File: src/rtl/uart_fifo.sv
// uart_fifo: full-duplex UART with runtime baud divisor, FWFT RX/TX FIFOs and per-word error flags; define UART_MAJORITY_VOTE_EN for 2-of-3 RX sampling.
// Latency: start bit 2 clk after a write into an idle TX path; RX word visible 1 clk after the last stop-bit sample.
// Backpressure: uart_tx_dr is TX FIFO not-full; an RX word arriving at a full FIFO is dropped and flagged on rx_overrun.

module uart_fifo_buf #(
    parameter int WIDTH = 8,
    parameter int DEPTH = 16
) (
    input  logic             clk,
    input  logic             rst_n,
    input  logic             push_vld,
    input  logic [WIDTH-1:0] push_dat,
    input  logic             pop_rdy,
    output logic [WIDTH-1:0] head_dat,
    output logic             full,
    output logic             empty
);
    localparam int AW = $clog2(DEPTH);

    logic [WIDTH-1:0] mem [DEPTH];
    logic [AW:0]      wr_ptr;
    logic [AW:0]      rd_ptr;
    logic             do_push;
    logic             do_pop;

    // Extra pointer bit distinguishes full from empty when the addresses match.
    assign empty    = (wr_ptr == rd_ptr);
    assign full     = (wr_ptr[AW] != rd_ptr[AW]) && (wr_ptr[AW-1:0] == rd_ptr[AW-1:0]);
    assign do_push  = push_vld && !full;
    assign do_pop   = pop_rdy && !empty;
    assign head_dat = mem[rd_ptr[AW-1:0]];

    always_ff @(posedge clk or negedge rst_n) begin
        if (!rst_n) begin
            wr_ptr <= '0;
            rd_ptr <= '0;
        end else begin
            if (do_push) wr_ptr <= wr_ptr + (AW+1)'(1);
            if (do_pop)  rd_ptr <= rd_ptr + (AW+1)'(1);
        end
    end

    always_ff @(posedge clk) begin
        if (do_push) mem[wr_ptr[AW-1:0]] <= push_dat;
    end
endmodule

module uart_fifo #(
    parameter int    NR_BITS    = 8,
    parameter string PARITY     = "NONE",
    parameter int    STOP_BITS  = 1,
    parameter int    DIV_WIDTH  = 16,
    parameter int    FIFO_DEPTH = 16
) (
    input  logic                 clk,
    input  logic                 rst_n,
    input  logic [DIV_WIDTH-1:0] baud_div,
    input  logic [NR_BITS-1:0]   uart_tx_d,
    input  logic                 uart_tx_dv,
    output logic                 uart_tx_dr,
    output logic                 tx_busy,
    output logic [NR_BITS-1:0]   uart_rx_d,
    output logic                 uart_rx_dv,
    input  logic                 uart_rx_dr,
    output logic                 parity_err,
    output logic                 frame_err,
    output logic                 rx_overrun,
    input  logic                 uart_rx,
    output logic                 uart_tx
);
    localparam bit                   PAR_EN    = (PARITY != "NONE");
    localparam bit                   PAR_ODD   = (PARITY == "ODD");
    localparam logic [4:0]           LAST_DATA = 5'(NR_BITS - 1);
    localparam logic [4:0]           LAST_STOP = 5'(STOP_BITS - 1);
    localparam logic [DIV_WIDTH-1:0] MIN_DIV   = DIV_WIDTH'(3);
    localparam logic [DIV_WIDTH-1:0] ONE       = DIV_WIDTH'(1);

    typedef enum logic [2:0] {S_IDLE, S_START, S_DATA, S_PARITY, S_STOP} state_t;

    logic [DIV_WIDTH-1:0] div_clamped;
    assign div_clamped = (baud_div < MIN_DIV) ? MIN_DIV : baud_div;

    // ---------------- transmit ----------------
    logic [NR_BITS-1:0]   tx_head;
    logic                 tx_full, tx_empty, tx_pop;
    state_t               tx_state, tx_state_n;
    logic [DIV_WIDTH-1:0] tx_cnt, tx_cnt_n, tx_div, tx_div_n;
    logic [4:0]           tx_bit, tx_bit_n;
    logic [NR_BITS-1:0]   tx_shift, tx_shift_n;
    logic                 tx_par, tx_par_n, tx_line, tx_q;

    uart_fifo_buf #(.WIDTH(NR_BITS), .DEPTH(FIFO_DEPTH)) u_tx_fifo (
        .clk      (clk),
        .rst_n    (rst_n),
        .push_vld (uart_tx_dv && uart_tx_dr),
        .push_dat (uart_tx_d),
        .pop_rdy  (tx_pop),
        .head_dat (tx_head),
        .full     (tx_full),
        .empty    (tx_empty)
    );

    assign uart_tx_dr = !tx_full;
    assign tx_busy    = !tx_empty || (tx_state != S_IDLE);
    assign uart_tx    = tx_q;

    always_ff @(posedge clk or negedge rst_n) begin
        if (!rst_n) begin
            tx_state <= S_IDLE;
            tx_cnt   <= '0;
            tx_div   <= MIN_DIV;
            tx_bit   <= '0;
            tx_shift <= '0;
            tx_par   <= 1'b0;
            tx_q     <= 1'b1;
        end else begin
            tx_state <= tx_state_n;
            tx_cnt   <= tx_cnt_n;
            tx_div   <= tx_div_n;
            tx_bit   <= tx_bit_n;
            tx_shift <= tx_shift_n;
            tx_par   <= tx_par_n;
            tx_q     <= tx_line;
        end
    end

    always_comb begin
        tx_state_n = tx_state;
        tx_cnt_n   = tx_cnt + ONE;
        tx_div_n   = tx_div;
        tx_bit_n   = tx_bit;
        tx_shift_n = tx_shift;
        tx_par_n   = tx_par;
        tx_pop     = 1'b0;
        tx_line    = 1'b1;
        case (tx_state)
            S_IDLE: begin
                tx_cnt_n = '0;
                if (!tx_empty) tx_pop = 1'b1;
            end
            S_START: begin
                tx_line = 1'b0;
                if (tx_cnt == tx_div) begin
                    tx_cnt_n   = '0;
                    tx_state_n = S_DATA;
                end
            end
            S_DATA: begin
                tx_line = tx_shift[0];
                if (tx_cnt == tx_div) begin
                    tx_cnt_n   = '0;
                    tx_shift_n = tx_shift >> 1;
                    if (tx_bit == LAST_DATA) begin
                        tx_bit_n   = '0;
                        tx_state_n = PAR_EN ? S_PARITY : S_STOP;
                    end else begin
                        tx_bit_n = tx_bit + 5'd1;
                    end
                end
            end
            S_PARITY: begin
                tx_line = tx_par;
                if (tx_cnt == tx_div) begin
                    tx_cnt_n   = '0;
                    tx_state_n = S_STOP;
                end
            end
            S_STOP: begin
                if (tx_cnt == tx_div) begin
                    tx_cnt_n = '0;
                    if (tx_bit == LAST_STOP) begin
                        tx_bit_n = '0;
                        // Chain straight into the next start bit so frames abut.
                        if (!tx_empty) tx_pop = 1'b1;
                        else           tx_state_n = S_IDLE;
                    end else begin
                        tx_bit_n = tx_bit + 5'd1;
                    end
                end
            end
            default: tx_state_n = S_IDLE;
        endcase
        if (tx_pop) begin
            tx_state_n = S_START;
            tx_cnt_n   = '0;
            tx_bit_n   = '0;
            tx_div_n   = div_clamped;
            tx_shift_n = tx_head;
            tx_par_n   = PAR_ODD ? ~^tx_head : ^tx_head;
        end
    end

    // ---------------- receive ----------------
    logic                 rx_s1, rx_s2, rx_s3;
    logic                 rx_bit_val, rx_samp, rx_push;
    logic                 rx_full, rx_empty;
    logic [NR_BITS+1:0]   rx_head;
    state_t               rx_state, rx_state_n;
    logic [DIV_WIDTH-1:0] rx_cnt, rx_cnt_n, rx_div, rx_div_n;
    logic [4:0]           rx_bit, rx_bit_n;
    logic [NR_BITS-1:0]   rx_shift, rx_shift_n;
    logic                 rx_pe, rx_pe_n, rx_fe, rx_fe_n;

    always_ff @(posedge clk or negedge rst_n) begin
        if (!rst_n) begin
            rx_s1 <= 1'b1;
            rx_s2 <= 1'b1;
            rx_s3 <= 1'b1;
        end else begin
            rx_s1 <= uart_rx;
            rx_s2 <= rx_s1;
            rx_s3 <= rx_s2;
        end
    end

`ifdef UART_MAJORITY_VOTE_EN
    logic rx_s4;
    always_ff @(posedge clk or negedge rst_n) begin
        if (!rst_n) rx_s4 <= 1'b1;
        else        rx_s4 <= rx_s3;
    end
    // Decide one cycle after mid so the history holds mid-1, mid and mid+1.
    assign rx_bit_val = (rx_s4 & rx_s3) | (rx_s4 & rx_s2) | (rx_s3 & rx_s2);
    assign rx_samp    = (rx_cnt == (rx_div >> 1) + ONE);
`else
    assign rx_bit_val = rx_s2;
    assign rx_samp    = (rx_cnt == (rx_div >> 1));
`endif

    always_ff @(posedge clk or negedge rst_n) begin
        if (!rst_n) begin
            rx_state <= S_IDLE;
            rx_cnt   <= '0;
            rx_div   <= MIN_DIV;
            rx_bit   <= '0;
            rx_shift <= '0;
            rx_pe    <= 1'b0;
            rx_fe    <= 1'b0;
        end else begin
            rx_state <= rx_state_n;
            rx_cnt   <= rx_cnt_n;
            rx_div   <= rx_div_n;
            rx_bit   <= rx_bit_n;
            rx_shift <= rx_shift_n;
            rx_pe    <= rx_pe_n;
            rx_fe    <= rx_fe_n;
        end
    end

    always_comb begin
        rx_state_n = rx_state;
        rx_cnt_n   = rx_cnt + ONE;
        rx_div_n   = rx_div;
        rx_bit_n   = rx_bit;
        rx_shift_n = rx_shift;
        rx_pe_n    = rx_pe;
        rx_fe_n    = rx_fe;
        rx_push    = 1'b0;
        case (rx_state)
            S_IDLE: begin
                rx_cnt_n = '0;
                // Needs a high-to-low edge, so a line held low after a framing error never re-arms.
                if (rx_s3 && !rx_s2) begin
                    rx_state_n = S_START;
                    rx_div_n   = div_clamped;
                    rx_bit_n   = '0;
                    rx_pe_n    = 1'b0;
                    rx_fe_n    = 1'b0;
                end
            end
            S_START: begin
                if (rx_samp && rx_bit_val) begin
                    rx_state_n = S_IDLE;
                end else if (rx_cnt == rx_div) begin
                    rx_cnt_n   = '0;
                    rx_state_n = S_DATA;
                end
            end
            S_DATA: begin
                if (rx_samp) rx_shift_n = {rx_bit_val, rx_shift[NR_BITS-1:1]};
                if (rx_cnt == rx_div) begin
                    rx_cnt_n = '0;
                    if (rx_bit == LAST_DATA) begin
                        rx_bit_n   = '0;
                        rx_state_n = PAR_EN ? S_PARITY : S_STOP;
                    end else begin
                        rx_bit_n = rx_bit + 5'd1;
                    end
                end
            end
            S_PARITY: begin
                if (rx_samp) rx_pe_n = rx_bit_val ^ (PAR_ODD ? ~^rx_shift : ^rx_shift);
                if (rx_cnt == rx_div) begin
                    rx_cnt_n   = '0;
                    rx_state_n = S_STOP;
                end
            end
            S_STOP: begin
                if (rx_samp) begin
                    if (!rx_bit_val) rx_fe_n = 1'b1;
                    if (rx_bit == LAST_STOP) begin
                        rx_push    = 1'b1;
                        rx_state_n = S_IDLE;
                    end
                end
                if (rx_cnt == rx_div) begin
                    rx_cnt_n = '0;
                    rx_bit_n = rx_bit + 5'd1;
                end
            end
            default: rx_state_n = S_IDLE;
        endcase
    end

    uart_fifo_buf #(.WIDTH(NR_BITS + 2), .DEPTH(FIFO_DEPTH)) u_rx_fifo (
        .clk      (clk),
        .rst_n    (rst_n),
        .push_vld (rx_push),
        .push_dat ({rx_fe | ~rx_bit_val, rx_pe, rx_shift}),
        .pop_rdy  (uart_rx_dr),
        .head_dat (rx_head),
        .full     (rx_full),
        .empty    (rx_empty)
    );

    assign rx_overrun = rx_push && rx_full;
    assign uart_rx_dv = !rx_empty;
    assign uart_rx_d  = uart_rx_dv ? rx_head[NR_BITS-1:0] : '0;
    assign parity_err = uart_rx_dv && rx_head[NR_BITS];
    assign frame_err  = uart_rx_dv && rx_head[NR_BITS+1];
endmodule
File: config.mk
export PLATFORM = sky130hd
export DESIGN_NAME = uart_fifo
export DESIGN_NICKNAME = d
export VERILOG_FILES = /design/src/rtl/uart_fifo.sv
export SDC_FILE = /design/constraint.sdc
export NUM_CORES = 1
export LEC_CHECK = 0
export ABC_AREA = 1
export CAP_MARGIN = 20
export CELL_PAD_IN_SITES_DETAIL_PLACEMENT = 0
export CELL_PAD_IN_SITES_GLOBAL_PLACEMENT = 1
export CORE_MARGIN = 1.5
export CORE_UTILIZATION = 44
export DETAILED_ROUTE_END_ITERATION = 10
export GPL_TIMING_DRIVEN = 0
export PLACE_DENSITY_LB_ADDON = 0.15
export SYNTH_ARGS = -nofsm -noshare
export SYNTH_HDL_FRONTEND = slang
export SYNTH_SLANG_ARGS = --single-unit
export TNS_END_PERCENT = 30
File: constraint.sdc
create_clock -name clk -period 3.2 [get_ports clk]
set_input_delay 0.8 -clock clk [delete_from_list [all_inputs] [get_ports clk]]
set_output_delay 0.8 -clock clk [all_outputs]
set_load 0.02 [all_outputs]
==> flow_summary_export.csv <==
group,metric,value,unit
worst_setup_path,cp-start-kind,"register",
detailed_routing,drt-initial-drc-count,957,
timing,max_freq,0.314,GHz
grt,antenna_found_initial,1,
place,numPortBuffers,43,
worst_setup_path,cp_common_cell,"buf_6",
worst_setup_path,reg2reg_from,"rx_div[1]$_DFFE_PN1P_",
layout,layout-drive-gt1-share,13.9,%
detailed_routing,wl_per_cell,18.4,µm
detailed_routing,final_antenna_net_count,0,
place,hpwl,30.6,mm
place,dp_cells,2420,
cts,cts_made_buffers,45,
power,power_density,898,nW/µm²
synthesis,syn_area_per_cell,10.2,µm²
power,p_switching,7.58,mW
floorplan,ios,44,
worst_setup_path,endpoint_kind,"output port",
floorplan,die-area,43800,µm²
power,swShare,38.7,%
place,dpl-instance-area,19900,µm²
layout,syn_to_final_growth,16.3,%
detailed_routing,firstDrtPassIters,5,
power,intPower,12.0,mW
cts,cts_root_buf,"clkbuf_16",
timing,rsz0062_at_grt,"yes",
synthesis,synth_top_area_share,46.2,%
synthesis,synth_edf_count,288,
layout,n_antenna_cell,0,
layout,final_nets,1984,
synthesis,ys_seq_area_share,62.7,%
grt,grt_max_degree,67,
synthesis,synthesis.nets,1882,
worst_setup_path,timing.rr.end,"u_rx_fifo.mem[11][3]$_DFFE_PP_",
timing,setup_viol,0,
worst_setup_path,critPathKind,"register to output port",
worst_setup_path,max_stage_delay,400,ps
cts,cts_sinks,411,
layout,n_fill_cell,3764,
layout,post-route-util,51.9,%
cts,clkLatencyLatePin,580,ps
worst_setup_path,path_max_fanout,10,
detailed_routing,drc_errors,0,
floorplan,rows,75,
power,seqPwrFrac,35.0,%
cts,clk_pin_slew,60,ps
detailed_routing,met1_length,20.9,mm
worst_setup_path,crit_chain,"buf_6 > inv_4 > buf_6 > buf_12 > nor2_4 > o32ai_2 > o211ai_1 > a31oi_2 > buf_4",
layout,finalInstanceArea,21800,µm²
grt,grt_pass1_wl,72.4,mm
run_status,outcome,"complete, no violations",
worst_setup_path,r2r_setup_slack,210,ps
worst_setup_path,path_buf_inv,5,
detailed_routing,num_vias,12900,
detailed_routing,route.detailed.vias_per_inst,5.14,
power,ir_worst_vdd,0.510,mV
grt,grt_pass1_vias,12700,
floorplan,start_util,44.7,%
cts,cts_tree,"yes",
worst_setup_path,arrival,2390,ps
synthesis,syn_inst,1837,
worst_setup_path,required,2400,ps
cts,clockBufferDepth,3,
worst_setup_path,critical-path-top-delay-family,"buffers and inverters",
floorplan,coreArea,41900,µm²
floorplan,die_w,209,µm
floorplan,chipHeight,209,µm
worst_setup_path,reg2reg_depth,10,
timing,tightest_slew,1110,ps
grt,grt_util_all_layers,21.7,%
synthesis,yosys_warnings,0,
place,pre_cts_slack,-456,ps
run,cap_viol_max_count,0,
place,place_congestion,0.835,
worst_setup_path,slowest_stage,"dfrtp_1",
timing,finalMaxSlewViolations,0,
detailed_routing,maxUsedRoutingLayer,"met4",
timing,slew_headroom,25.4,%
timing,fin_crit,3190,ps
timing,timing.final.hold_violations,0,
synthesis,syn_area,18700,µm²
detailed_routing,drt-total-wl,46.1,mm
detailed_routing,wl_met2,21.8,mm
power,p_clk_share,25.7,%
cts,cts_max_level,2,
synthesis,synth.area.top_cells,"edfxtp_1, dfrtp_1, nand2_1",
power,p_leak,8.74,nW
synthesis,ys_types,48,
synthesis,synth_seq_cells,411,
synthesis,synth_commonest_cells,"nand2_1, edfxtp_1, nor2_1",
layout,instances_no_fill,2511,
synthesis,synth-async-reset-ratio,29.9,%
timing,clock_skew,13.9,ps
synthesis,yosysTopAreaCell,"edfxtp_1",
timing,post-route-period-util,99.6,%
synthesis,yosysMostFrequentCell,"nand2_1",
timing,layout_setup_ws,11.7,ps
grt,grt-ovfl-total,0,
synthesis,ys.flop_type,"edfxtp_1",
worst_hold_path,hold_class,"input port to asynchronous set/reset pin",
detailed_routing,wl_met3,1.82,mm
power,pwr-share-comb,39.2,%
stage by stage:
step	hold WS, ps	setup TNS [ps]	power [mW]
after global placement	348	-486940	14.1
after detailed placement	351	-3330	14.2
final	216	0	19.6
after floorplan	345	0	11.7
after CTS	245	-304	19.5
after global routing	271	-304	20.8
power by group through the flow:
| stage | sequential, mW | combinational, mW | clock [mW] |
|---|---|---|---|
| after CTS | 6.86 | 7.46 | 5.14 |
| after floorplan | 6.84 | 4.89 | 0 |
| after global routing | 6.96 | 8.56 | 5.32 |
| final | 6.85 | 7.68 | 5.04 |
| after global placement | 6.95 | 7.14 | 0 |
| after detailed placement | 6.96 | 7.20 | 0 |
layer usage:
layer / vias up / global-route usage (%)
met5: - / 0
met1: 6214 / 29.3
met3: 103 / 2.78
li1: 6328 / -
met4: 0 / 9.20
met2: 249 / 35.5
state kept, by name, indices dropped and copies added (netlist names), 3 cells and up:
signal	cells
tx_state	3
u_tx_fifo.wr_ptr	5
tx_bit	5
rx_shift	8
u_rx_fifo.rd_ptr	5
rx_cnt	16
u_rx_fifo.wr_ptr	5
rx_state	3
tx_cnt	16
tx_shift	8
tx_div	16
rx_bit	5
rx_div	16
u_tx_fifo.rd_ptr	5
u_tx_fifo.mem	128
u_rx_fifo.mem	160
kinds of logic after synthesis:
group                    Yosys count  share of synthesized area, %
adder cells (fa/ha/maj)           16                          1.07
XOR/XNOR                          80                          3.74
AND/OR/NAND/NOR                  865                          19.7
AO/OA/AOI/OAI                    185                          6.10
flip-flops                       411                          62.7
buffers and inverters            264                          5.84
multiplexers                      16                         0.862
worst max-delay path by stage:
stage                                    start                         endpoint  slack (ps)  cells after the start
2_1_floorplan  u_rx_fifo.rd_ptr[0]$_DFFE_PN0P_                        frame_err         650                      8
5_1_grt        u_rx_fifo.rd_ptr[0]$_DFFE_PN0P_                     uart_rx_d[4]         -60                      9
4_1_cts        u_rx_fifo.rd_ptr[1]$_DFFE_PN0P_                     uart_rx_d[4]         -80                      6
3_3_place_gp                             rst_n  u_tx_fifo.wr_ptr[0]$_DFFE_PN0P_       -4060                      1
3_5_place_dp   u_rx_fifo.rd_ptr[1]$_DFFE_PN0P_                     uart_rx_d[4]        -460                      7
6_report       u_rx_fifo.rd_ptr[0]$_DFFE_PN0P_                     uart_rx_d[1]          10                      9
layout make-up:
class,count,area [µm²],area share (%)
timing repair buffer,56,519,2.38
multi-input combinational,1162,6220,28.5
buffer,71,482,2.21
clock buffer,54,1210,5.56
inverter,192,728,3.34
sequential,411,11700,53.9
tap,539,674,3.10
clock inverter,26,213,0.976
cells in the final DEF (no fill, tap or decap), types with 5 or more instances in the layout:
| cell type | instances |
|---|---|
| inv_1 | 172 |
| edfxtp_1 | 288 |
| mux2i_1 | 15 |
| nand4_1 | 23 |
| clkbuf_16 | 46 |
| clkinv_1 | 14 |
| clkbuf_2 | 8 |
| xor2_1 | 36 |
| nor2_4 | 5 |
| o21ai_1 | 34 |
| nor2_1 | 257 |
| o21ai_0 | 64 |
| o32ai_2 | 13 |
| clkdlybuf4s50_1 | 30 |
| clkbuf_4 | 8 |
| nor3_2 | 7 |
| a21oi_1 | 15 |
| nand3_1 | 86 |
| dfrtp_1 | 111 |
| dfstp_2 | 8 |
| nand2_1 | 409 |
| buf_4 | 30 |
| ha_1 | 16 |
| nor3_1 | 19 |
| buf_6 | 13 |
| clkinv_2 | 8 |
| clkbuf_1 | 11 |
| o32ai_1 | 10 |
| a31oi_2 | 5 |
| o211ai_1 | 5 |
| nor2_2 | 23 |
| o221ai_2 | 5 |
| xnor2_1 | 44 |
| a31oi_1 | 13 |
| buf_2 | 28 |
| inv_2 | 14 |
| nand3_2 | 10 |
| o221ai_1 | 10 |
timing repair:
action | in CTS | in global routing
hold buffers | 0 | 0
setup endpoints to repair | 13 | 58
gates cloned | 1 | 1
resized for setup | 129 | 69
hold endpoints to repair | 0 | 0
pin swaps | 22 | 20
buffers inserted | 6 | 3
Power figures use the tool's default switching activity.
==> edit (same flow settings) <==
Build with the macro `UART_MAJORITY_VOTE_EN` defined.
--- a/src/rtl/uart_fifo.sv
+++ b/src/rtl/uart_fifo.sv
@@ -1,6 +1,8 @@
 // uart_fifo: full-duplex UART with runtime baud divisor, FWFT RX/TX FIFOs and per-word error flags; define UART_MAJORITY_VOTE_EN for 2-of-3 RX sampling.
 // Latency: start bit 2 clk after a write into an idle TX path; RX word visible 1 clk after the last stop-bit sample.
 // Backpressure: uart_tx_dr is TX FIFO not-full; an RX word arriving at a full FIFO is dropped and flagged on rx_overrun.
+
+`define UART_MAJORITY_VOTE_EN
 
 module uart_fifo_buf #(
     parameter int WIDTH = 8,
Formal check against the unedited RTL: same outputs for any inputs over 4 cycles, from zero or initial values and one cycle with rst_n low; that may be too few to reach the edited logic, so the function may still have changed.
==> edit against the original RTL <==
The run now ends with negative setup slack left. Synthesized area up 0.90%. Final area up 3.5%. Total power down 0.13%. Critical endpoint is now rx_overrun. Core utilization up 1.6 points. Clock skew up 0.0075 ns. Wire length up 7.5%. Die area up 0.89%. Sequential cell count up 1. Cell count up 3.4%. Setup slack worse by 0.34 ns. First-iteration DRC count up 17%. Non-clock buffer count up 30. Critical path type unchanged.
==> edit: results (changes against the original RTL) <==
[setup_path]
cp_top_family=simple AND/OR/NAND/NOR gates
cp_data_arrival_time_ns=2.73  ; +0.34 ns
crit_path_max_fanout=8  ; -2
rrSetupSlack_ns=0.07  ; -0.14 ns
r2r_cells=19  ; +9
r2r-start=rx_div[2]$_DFFE_PN0P_
critPathCapture=rx_overrun

[outcome]
violations=negative setup slack
status=finished, violations left

[global_routing]
grt_first_pass_wirelength_um=77690  ; +7.4%
grtUsageTotal_pct=22.87  ; +1.2 points
grt_max_degree=84  ; +25%
first_global_vias=13560  ; +6.4%

[sta]
final-setup-viol-count=6  ; +6
clock_skew_ns=0.02141  ; +0.007537 ns
timing.final.ws_setup_ns=-0.3322  ; -0.3440 ns
hold_slack_ns=0.1496  ; -0.06664 ns

[placed_design]
hpwl_um=33330  ; +8.8%
dpl_cell_area_um2=20050  ; +0.93%

[layout]
nNetsFinal=2067  ; +4.2%
final_cells=2596  ; +3.4%
layout-drive-gt1-share_pct=11.91  ; -2.0 points

[drt]
drt_iter0_drc=1120  ; +17%
via_per_inst=5.361  ; +4.4%
routed_wl_um=49590  ; +7.5%
wl_met2_um=23320  ; +7.2%
met1_length_um=22820  ; +9.2%
wl_met3_um=2421  ; +33%

[power]
vdd_drop_max_mv=0.5228  ; +2.6%
swShare_pct=38.58  ; -0.16 points
p_leak_nw=8.689  ; -0.56%

[synthesis]
seq_area_frac_synth_pct=62.24  ; -0.42 points
ys_async_sr_fraction_pct=30.10  ; +0.17 points
synth.top_cells.by_count=nand2_1, nor2_1, edfxtp_1
synth_area_leaders=edfxtp_1, dfrtp_1, nand2_1
yosysUniqueCellTypes=42  ; -13%
netlist_instances=1889  ; +2.8%

[edit: changes by cell type after synthesis, moves of 29 or more]
cell      unedited run  this run
o21ai_1             32         1
nor2_1             267       332
nand2_1            409       337
inv_1              173       144
clkbuf_1            22        62
o21ai_0             69       209
[edit: what timing repair did]
item                       in CTS  in global routing
setup endpoints to repair     173                185
pin swaps                      28                 33
cloned                          0                  2
buffers inserted               22                 21
gates resized for setup       183                 85
[edit: final cells by class]
type / instances / area, um2
fillers: 3750 / 19580
flip-flops and latches: 412 / 11770
multi-input cells: 1256 / 6754
clock buffers: 70 / 1270
repair buffers: 86 / 865.8
well taps: 539 / 674.4
inverters: 150 / 583.1
plain buffers: 71 / 493.0
clock inverters: 12 / 147.6
[edit: logic make-up after synthesis]
family	share of synthesized area [%]
compound gates	9.917
xor+xnor	3.661
fa+ha+maj	1.125
buf+inv	4.442
flops	62.24
mux	0.6885
simple gates	17.93
[edit: power by group through the flow]
| stage | Clock [mW] | Combinational [mW] | Sequential (mW) |
|---|---|---|---|
| 2_1_floorplan | 0 | 4.56 | 6.80 |
| 3_3_place_gp | 0 | 6.74 | 6.93 |
| 3_5_place_dp | 0 | 6.83 | 6.94 |
| 4_1_cts | 5.10 | 7.35 | 6.85 |
| 5_1_grt | 5.30 | 8.49 | 6.96 |
| 6_report | 5.01 | 7.67 | 6.87 |
[edit: routing by layer]
layer / track usage, % / vias to the layer above
met5: 0 / -
met4: 6.673 / 0
met3: 3.233 / 73
met2: 37.30 / 329
met1: 31.94 / 6764
li1: - / 6751
